## src/rtl/rv_mem_bridge_pkg.sv

```systemverilog
// Shared types and constants for the RISC-V side memory bridge.
package rv_mem_bridge_pkg;

   typedef enum logic [2:0] {
      IDLE,
      LO_REQ,
      LO_ACK,
      LO_DONE,
      HI_REQ,
      HI_ACK,
      HI_DONE,
      RESP
   } rv_state_t;

   localparam logic RV_HALF_LO = 1'b0;
   localparam logic RV_HALF_HI = 1'b1;

   // Byte address in SDRAM where the RV window starts.
   localparam logic [22:0] RV_BASE = 23'h40_0000;

   // Byte selects for one halfword; an all-zero strobe word is a read of both bytes.
   function automatic logic [1:0] half_ds(input logic [3:0] wstrb, input logic half);
      if (wstrb == 4'b0000) begin
         return 2'b11;
      end
      return half ? wstrb[3:2] : wstrb[1:0];
   endfunction

   // Absolute SDRAM byte address of an rv halfword address.
   function automatic logic [22:0] sdram_byte_addr(input logic [21:0] hw_addr);
      return RV_BASE | {hw_addr, 1'b0};
   endfunction

endpackage

```

## src/rtl/rv_mem_bridge_if.sv

```systemverilog
// Bus bundle between the softcore word bus, the bridge and the controller rv port.
// master: the bridge itself (initiator on the rv port, responder on the cpu bus).
// slave:  the surrounding environment (cpu plus memory controller).
interface rv_mem_bridge_if;

   logic        cpu_valid;
   logic        cpu_ready;
   logic [20:0] cpu_addr;
   logic [3:0]  cpu_wstrb;
   logic [31:0] cpu_wdata;
   logic [31:0] cpu_rdata;
   logic        cpu_err;

   logic [21:0] rv_addr;
   logic [15:0] rv_din;
   logic [1:0]  rv_ds;
   logic        rv_we;
   logic        rv_req;
   logic        rv_req_ack;
   logic [15:0] rv_dout;

   modport master (
      input  cpu_valid, cpu_addr, cpu_wstrb, cpu_wdata, rv_req_ack, rv_dout,
      output cpu_ready, cpu_rdata, cpu_err, rv_addr, rv_din, rv_ds, rv_we, rv_req
   );

   modport slave (
      output cpu_valid, cpu_addr, cpu_wstrb, cpu_wdata, rv_req_ack, rv_dout,
      input  cpu_ready, cpu_rdata, cpu_err, rv_addr, rv_din, rv_ds, rv_we, rv_req
   );

endinterface

```

## src/rtl/rv_mem_bridge.sv

```systemverilog
// Splits 32-bit cpu word accesses into low/high halfword requests on the
// controller's 16-bit rv port and reassembles read data. All rv outputs are
// registered so the controller's request mux never sees glitches.
module rv_mem_bridge
   import rv_mem_bridge_pkg::*;
#(
   parameter int TIMEOUT = 64,
   parameter int TO_W    = 7
) (
   input logic             clk,
   input logic             resetn,
   rv_mem_bridge_if.master bus
);

   rv_state_t       state;
   rv_state_t       state_next;
   logic [20:0]     addr_q;
   logic [31:0]     wdata_q;
   logic [3:0]      wstrb_q;
   logic [TO_W-1:0] to_cnt;

   logic        timeout;
   logic        to_expired;
   logic        accept;
   logic        enter_lo;
   logic        enter_hi;
   logic        leave_req;
   logic        is_read;
   logic        need_hi;
   logic        in_need_lo;
   logic [20:0] src_addr;
   logic [31:0] src_wdata;
   logic [3:0]  src_wstrb;

   assign is_read    = (wstrb_q == 4'b0000);
   assign need_hi    = is_read || (wstrb_q[3:2] != 2'b00);
   assign in_need_lo = (bus.cpu_wstrb == 4'b0000) || (bus.cpu_wstrb[1:0] != 2'b00);
   assign to_expired = (to_cnt == TO_W'(TIMEOUT - 1));

   assign src_addr  = (state == IDLE) ? bus.cpu_addr  : addr_q;
   assign src_wdata = (state == IDLE) ? bus.cpu_wdata : wdata_q;
   assign src_wstrb = (state == IDLE) ? bus.cpu_wstrb : wstrb_q;

   assign accept    = (state == IDLE) && (state_next != IDLE);
   assign enter_lo  = (state_next == LO_REQ) && (state != LO_REQ);
   assign enter_hi  = (state_next == HI_REQ) && (state != HI_REQ);
   assign leave_req = ((state == LO_REQ) || (state == HI_REQ)) && (state_next != state);

   // Next-state decode; a new word is never taken while the controller still acks.
   always_comb begin
      state_next = state;
      timeout    = 1'b0;
      case (state)
         IDLE: begin
            if (bus.cpu_valid && !bus.cpu_ready && !bus.rv_req_ack) begin
               state_next = in_need_lo ? LO_REQ : HI_REQ;
            end
         end
         LO_REQ: begin
            if (bus.rv_req_ack) begin
               state_next = LO_ACK;
            end else if (to_expired) begin
               timeout    = 1'b1;
               state_next = RESP;
            end
         end
         LO_ACK: begin
            if (!bus.rv_req_ack) begin
               state_next = LO_DONE;
            end else if (to_expired) begin
               timeout    = 1'b1;
               state_next = RESP;
            end
         end
         LO_DONE: state_next = need_hi ? HI_REQ : RESP;
         HI_REQ: begin
            if (bus.rv_req_ack) begin
               state_next = HI_ACK;
            end else if (to_expired) begin
               timeout    = 1'b1;
               state_next = RESP;
            end
         end
         HI_ACK: begin
            if (!bus.rv_req_ack) begin
               state_next = HI_DONE;
            end else if (to_expired) begin
               timeout    = 1'b1;
               state_next = RESP;
            end
         end
         HI_DONE: state_next = RESP;
         RESP:    state_next = IDLE;
         default: state_next = IDLE;
      endcase
   end

   // State register.
   always_ff @(posedge clk or negedge resetn) begin
      if (!resetn) begin
         state <= IDLE;
      end else begin
         state <= state_next;
      end
   end

   // Handshake watchdog: restarts on every state change, counts only while waiting on the controller.
   always_ff @(posedge clk or negedge resetn) begin
      if (!resetn) begin
         to_cnt <= '0;
      end else if (state_next != state) begin
         to_cnt <= '0;
      end else if ((state == LO_REQ) || (state == LO_ACK) ||
                   (state == HI_REQ) || (state == HI_ACK)) begin
         to_cnt <= to_cnt + TO_W'(1);
      end
   end

   // Capture the cpu payload once so later bus changes cannot disturb the transfer.
   always_ff @(posedge clk or negedge resetn) begin
      if (!resetn) begin
         addr_q  <= '0;
         wdata_q <= '0;
         wstrb_q <= '0;
      end else if (accept) begin
         addr_q  <= bus.cpu_addr;
         wdata_q <= bus.cpu_wdata;
         wstrb_q <= bus.cpu_wstrb;
      end
   end

   // Registered rv request: loaded on entry to a REQ state, dropped the cycle after ack or timeout.
   always_ff @(posedge clk or negedge resetn) begin
      if (!resetn) begin
         bus.rv_req  <= 1'b0;
         bus.rv_we   <= 1'b0;
         bus.rv_ds   <= 2'b00;
         bus.rv_addr <= '0;
         bus.rv_din  <= '0;
      end else if (enter_lo || enter_hi) begin
         bus.rv_req  <= 1'b1;
         bus.rv_we   <= (src_wstrb != 4'b0000);
         bus.rv_ds   <= half_ds(src_wstrb, enter_hi);
         bus.rv_addr <= {src_addr, enter_hi ? RV_HALF_HI : RV_HALF_LO};
         bus.rv_din  <= enter_hi ? src_wdata[31:16] : src_wdata[15:0];
      end else if (leave_req) begin
         bus.rv_req  <= 1'b0;
      end
   end

   // cpu response: read-data assembly, one-cycle ready pulse and sticky error.
   always_ff @(posedge clk or negedge resetn) begin
      if (!resetn) begin
         bus.cpu_ready <= 1'b0;
         bus.cpu_rdata <= '0;
         bus.cpu_err   <= 1'b0;
      end else begin
         bus.cpu_ready <= (state_next == RESP) && (state != RESP);
         if ((state == LO_DONE) && is_read) begin
            bus.cpu_rdata[15:0] <= bus.rv_dout;
         end
         if ((state == HI_DONE) && is_read) begin
            bus.cpu_rdata[31:16] <= bus.rv_dout;
         end
         if (timeout) begin
            bus.cpu_err <= 1'b1;
            if (is_read) begin
               bus.cpu_rdata <= 32'hFFFF_FFFF;
            end
         end
      end
   end

endmodule

```

## src/flat_wrapper.sv

```systemverilog
// flat-port wrapper written by rule: the top's interface ports become plain ports
module rv_mem_bridge_flat import rv_mem_bridge_pkg::*;
#(
   parameter int TIMEOUT = 64,
   parameter int TO_W    = 7
)
  (clk, resetn, bus_cpu_valid, bus_cpu_addr, bus_cpu_wstrb, bus_cpu_wdata, bus_rv_req_ack, bus_rv_dout, bus_cpu_ready, bus_cpu_rdata, bus_cpu_err, bus_rv_addr, bus_rv_din, bus_rv_ds, bus_rv_we, bus_rv_req);
  rv_mem_bridge_if bus_i ();
  input logic clk;
  input logic resetn;
  input wire logic [$bits(bus_i.cpu_valid)-1:0] bus_cpu_valid;
  input wire logic [$bits(bus_i.cpu_addr)-1:0] bus_cpu_addr;
  input wire logic [$bits(bus_i.cpu_wstrb)-1:0] bus_cpu_wstrb;
  input wire logic [$bits(bus_i.cpu_wdata)-1:0] bus_cpu_wdata;
  input wire logic [$bits(bus_i.rv_req_ack)-1:0] bus_rv_req_ack;
  input wire logic [$bits(bus_i.rv_dout)-1:0] bus_rv_dout;
  output wire logic [$bits(bus_i.cpu_ready)-1:0] bus_cpu_ready;
  output wire logic [$bits(bus_i.cpu_rdata)-1:0] bus_cpu_rdata;
  output wire logic [$bits(bus_i.cpu_err)-1:0] bus_cpu_err;
  output wire logic [$bits(bus_i.rv_addr)-1:0] bus_rv_addr;
  output wire logic [$bits(bus_i.rv_din)-1:0] bus_rv_din;
  output wire logic [$bits(bus_i.rv_ds)-1:0] bus_rv_ds;
  output wire logic [$bits(bus_i.rv_we)-1:0] bus_rv_we;
  output wire logic [$bits(bus_i.rv_req)-1:0] bus_rv_req;
  assign bus_i.cpu_valid = bus_cpu_valid;
  assign bus_i.cpu_addr = bus_cpu_addr;
  assign bus_i.cpu_wstrb = bus_cpu_wstrb;
  assign bus_i.cpu_wdata = bus_cpu_wdata;
  assign bus_i.rv_req_ack = bus_rv_req_ack;
  assign bus_i.rv_dout = bus_rv_dout;
  assign bus_cpu_ready = bus_i.cpu_ready;
  assign bus_cpu_rdata = bus_i.cpu_rdata;
  assign bus_cpu_err = bus_i.cpu_err;
  assign bus_rv_addr = bus_i.rv_addr;
  assign bus_rv_din = bus_i.rv_din;
  assign bus_rv_ds = bus_i.rv_ds;
  assign bus_rv_we = bus_i.rv_we;
  assign bus_rv_req = bus_i.rv_req;
  rv_mem_bridge #(.TIMEOUT(TIMEOUT), .TO_W(TO_W)) u_core (.clk(clk), .resetn(resetn), .bus(bus_i));
endmodule
```

## config.mk

```make
export PLATFORM = sky130hd
export DESIGN_NAME = rv_mem_bridge_flat
export DESIGN_NICKNAME = d
export VERILOG_FILES = /design/src/rtl/rv_mem_bridge_pkg.sv /design/src/rtl/rv_mem_bridge_if.sv /design/src/rtl/rv_mem_bridge.sv /design/src/flat_wrapper.sv
export SDC_FILE = /design/constraint.sdc
export NUM_CORES = 1
export LEC_CHECK = 0
export BUFFER_PORTS_ARGS = -buffer_cell sky130_fd_sc_hd__buf_2
export CORE_MARGIN = 3
export CORE_UTILIZATION = 50
export CTS_BUF_LIST = sky130_fd_sc_hd__clkbuf_4 sky130_fd_sc_hd__clkbuf_8
export CTS_CLUSTER_SIZE = 20
export DETAILED_ROUTE_END_ITERATION = 16
export GPL_TIMING_DRIVEN = 0
export PLACE_DENSITY = 0.77
export SLEW_MARGIN = 20
export SYNTH_ARGS = -nofsm -noshare
export SYNTH_HDL_FRONTEND = slang
export SYNTH_SLANG_ARGS = --single-unit
export TNS_END_PERCENT = 30
```

## constraint.sdc

```tcl
create_clock -name clk -period 2.43 [get_ports clk]
set_input_delay 0.3645 -clock clk [delete_from_list [all_inputs] [get_ports clk]]
set_output_delay 0.3645 -clock clk [all_outputs]
set_load 0.01 [all_outputs]
```

==> impl_metrics.json <==
{
  "setup.worst_path.end_class": "flip-flop",
  "drive_gt1_share_pct": 40.0,
  "relSlewSlack_pct": 53.6,
  "grt_pass1_vias": 5983,
  "grt_antenna_before_repair": 3,
  "cp.required_ns": 2.77,
  "ys_warn_count": 0,
  "io_pins": 153,
  "fp-row-count": 42,
  "placed_cell_area_mm2": 0.00812,
  "slowest_stage": "or4b_4",
  "pwr-share-clk_pct": 14.0,
  "grt_start_max_net_pins": 91,
  "critPathKind": "flip-flop to flip-flop",
  "initial_core_util_pct": 52.2,
  "core_area_mm2": 0.0136,
  "cts-buffers-inserted": 17,
  "stdcell_area_mm2": 0.00895,
  "synth_compound_area_share_pct": 6.01,
  "routabilityCongestion": 0.861,
  "viasPerCell": 5.64,
  "rsz0062_at_grt": "yes",
  "worstPathMaxFanout": 5,
  "cts-root-buf": "clkbuf_8",
  "final_max_slew_viol_count": 0,
  "overflow": 0,
  "max_freq_mhz": 381,
  "fp.dieW_um": 125,
  "p_int_mw": 8.53,
  "clk_latency_ns": 0.46,
  "synth_top_family_by_area": "simple AND/OR/NAND/NOR gates",
  "cp.arrival_ns": 2.96,
  "r2r-start": "u_core.state[2]$_DFF_PN0_",
  "power.density_mw_per_mm2": 1570,
  "hp-class": "input pin to flip-flop",
  "cts_tree": "yes",
  "area_delta_synth_final_pct": 26.4,
  "critPathMaxStageDelay_ns": 0.54,
  "finalNetCount": 960,
  "synthSimpleGateAreaFrac_pct": 22.1,
  "hold_viol": 0,
  "crit_end": "u_core.bus.rv_din[14]$_DFFE_PN0P_",
  "synthTopCellsByCount": "nand2_1, dfrtp_1, mux2_2",
  "pwr-share-seq_pct": 29.9,
  "vias": 6046,
  "reg2reg_to": "u_core.bus.rv_din[14]$_DFFE_PN0P_",
  "fin_crit_sh_pct": 108,
  "p_leak_nw": 4.31,
  "dp_hpwl_um": 12600,
  "syn_area_mm2": 0.00708,
  "fin_crit_ns": 2.62,
  "htree_levels": 4,
  "synth_edf_count": 0,
  "final_antenna_net_count": 0,
  "tightestPinTransition_ns": 0.695,
  "start_kind": "flip-flop",
  "yosysMostFrequentCell": "nand2_1",
  "cts_sinks": 143,
  "grt_pass1_wl_um": 30000,
  "finalSetupViolations": 39,
  "wl_per_cell_um": 17.7,
  "crit_chain": "buf_6 > or4b_4 > o221ai_4 > o2111ai_2 > nor4_4 > nor2_4 > buf_8 > clkbuf_16 > mux2_4",
  "die_h_um": 125,
  "fin_hold_ws_ns": 0.134,
  "io_buffers": 152,
  "combPwrFrac_pct": 56.1,
  "skew_ns": 0.0171,
  "synth-main-ff-cell": "dfrtp_1",
  "fin_ws_ns": -0.194,
  "dp_slack_ns": -0.514,
  "grt_usage_pct": 23.4,
  "synthMuxAreaShare_pct": 16.4,
  "switching_share_pct": 39.4,
  "fillCellCount": 1077,
  "yosysTopAreaCell": "dfrtp_1",
  "multi_input_area_mm2": 0.00340,
  "ys_ff_latch": 143,
  "drt-total-wl_um": 19000,
  "synth_xor_area_share_pct": 0.990,
  "async_reset_ff_share_pct": 100,
  "outcome": "complete, but fails checks",
  "regArea_mm2": 0.00358,
  "violations": "negative setup slack",
  "firstDrtPassIters": 5,
  "synth_cells": 690,
  "final_util_pct": 66.0,
  "syn_avg_cell_area_um2": 10.3,
  "path_clk_slew_ns": 0.08,
  "synth-adder-area-share_pct": 0.177,
  "crit_start": "u_core.state[2]$_DFF_PN0_",
  "synth_area_leaders": "dfrtp_1, mux2_2, nand2_1, nand4b_1, nand3_1",
  "synth_top_area_share_pct": 50.6,
  "ys_types": 55,
  "clk_path_buf_depth": 2,
  "drtIter0Drc": 502,
  "maxCapViolations": 0,
  "fin_setup_tns_ns": -5.76,
  "ff2ff_path_depth": 9,
  "vdd_drop_max_mv": 0.785,
  "switching_power_mw": 5.55,
  "r2r_slack_ns": -0.19,
  "drc": 0,
  "syn-num-nets": 768,
  "die_area_mm2": 0.0156,
  "synth_seq_area_share_pct": 50.6
}
-- timing repair --
| action | CTS | global route |
|---|---|---|
| buffers inserted | 11 | 7 |
| pin swaps | 5 | 7 |
| hold endpoints to repair | 89 | 0 |
| hold buffers | 1 | 0 |
| endpoints found under the setup margin | 125 | 137 |
| gates cloned | 1 | 2 |
| resized for setup | 30 | 61 |
-- critical path, delay by kind of cell (launching register included) --
kind	cells	cell delay, ns
buffers and inverters	3	0.45
muxes	1	0.29
AOI/OAI and AO/OA	2	0.46
and+or+nand+nor	3	0.91
DFF	1	0.40
-- flip-flops by register name, summed over array words and instances, names as in the netlist --
name	flops
u_core.bus.cpu_rdata	32
u_core.wdata_q	32
u_core.bus.rv_addr	22
u_core.addr_q	21
u_core.bus.rv_din	16
u_core.to_cnt	7
u_core.wstrb_q	4
u_core.state	3
u_core.bus.rv_ds	2
u_core.bus.cpu_err	1
u_core.bus.cpu_ready	1
u_core.bus.rv_req	1
u_core.bus.rv_we	1
-- placed cells by master (no fill, tap or decap), types with 3 or more instances in the layout --
master,instances
clkbuf_4,6
buf_8,4
mux2_2,69
nor2_1,15
mux2_4,23
a21oi_1,5
clkinv_2,3
mux2_1,3
nor3_1,3
dfrtp_1,142
nand4b_1,33
nand3_1,50
nand4_1,4
mux2i_1,6
clkbuf_1,17
nand2_1,199
inv_1,5
buf_6,6
a32o_1,16
xnor2_1,4
o21ai_0,3
buf_2,156
xor2_1,4
clkbuf_2,14
buf_4,18
nor3b_1,3
clkbuf_8,21
-- worst min-delay path by stage --
stage                                         startpoint                            endpoint  cells after the start
final                                   bus_cpu_addr[16]       u_core.addr_q[16]$_DFFE_PN0P_                      2
after global routing                    bus_cpu_addr[16]       u_core.addr_q[16]$_DFFE_PN0P_                      2
after CTS                                 bus_rv_dout[0]  u_core.bus.cpu_rdata[16]$_DFF_PN0_                      3
after detailed placement                          resetn   u_core.bus.rv_din[10]$_DFFE_PN0P_                      1
after global placement    u_core.bus.cpu_err$_DFFE_PN0P_      u_core.bus.cpu_err$_DFFE_PN0P_                      1
after floorplan                                   resetn        u_core.addr_q[0]$_DFFE_PN0P_                      0
-- through the flow --
stage | total power [mW] | std cells
after floorplan | 8.99 | 690
after global placement | 10.8 | 1018
after detailed placement | 11.0 | 1019
after CTS | 13.4 | 1063
after global routing | 14.9 | 1072
final | 14.1 | 1072
-- routing by layer --
layer | global-route usage (%) | up-vias | share of wire, %
met3 | 7.51 | 40 | 7.5
met4 | 8.93 | 4 | 2.2
met5 | 0 | - | 0.14
li1 | - | 2791 | -
met1 | 30.6 | 2972 | 43
met2 | 36.7 | 239 | 47
-- power by group through the flow --
stage / Combinational, mW / Clock, mW / Sequential, mW
2_1_floorplan: 4.61 / 0 / 4.38
3_3_place_gp: 6.63 / 0 / 4.14
3_5_place_dp: 6.78 / 0 / 4.17
4_1_cts: 7.25 / 1.98 / 4.18
5_1_grt: 8.49 / 2.09 / 4.36
6_report: 7.90 / 1.96 / 4.21
-- cell type report --
cell class              instances  area share [%]
inverters                       6           0.252
clock buffers                  23            3.40
well taps                     176            2.46
flip-flops and latches        143            40.0
diodes                          1          0.0280
clock inverters                 9            1.20
plain buffers                  50            3.50
repair buffers                175            11.2
multi-input cells             489            38.0
-- logic make-up after synthesis --
family / Yosys count
multiplexers: 101
AO/OA/AOI/OAI: 50
AND/OR/NAND/NOR: 329
buffers and inverters: 58
flip-flops: 143
XOR/XNOR: 8
adder cells (fa/ha/maj): 1
Power figures use the tool's default switching activity.
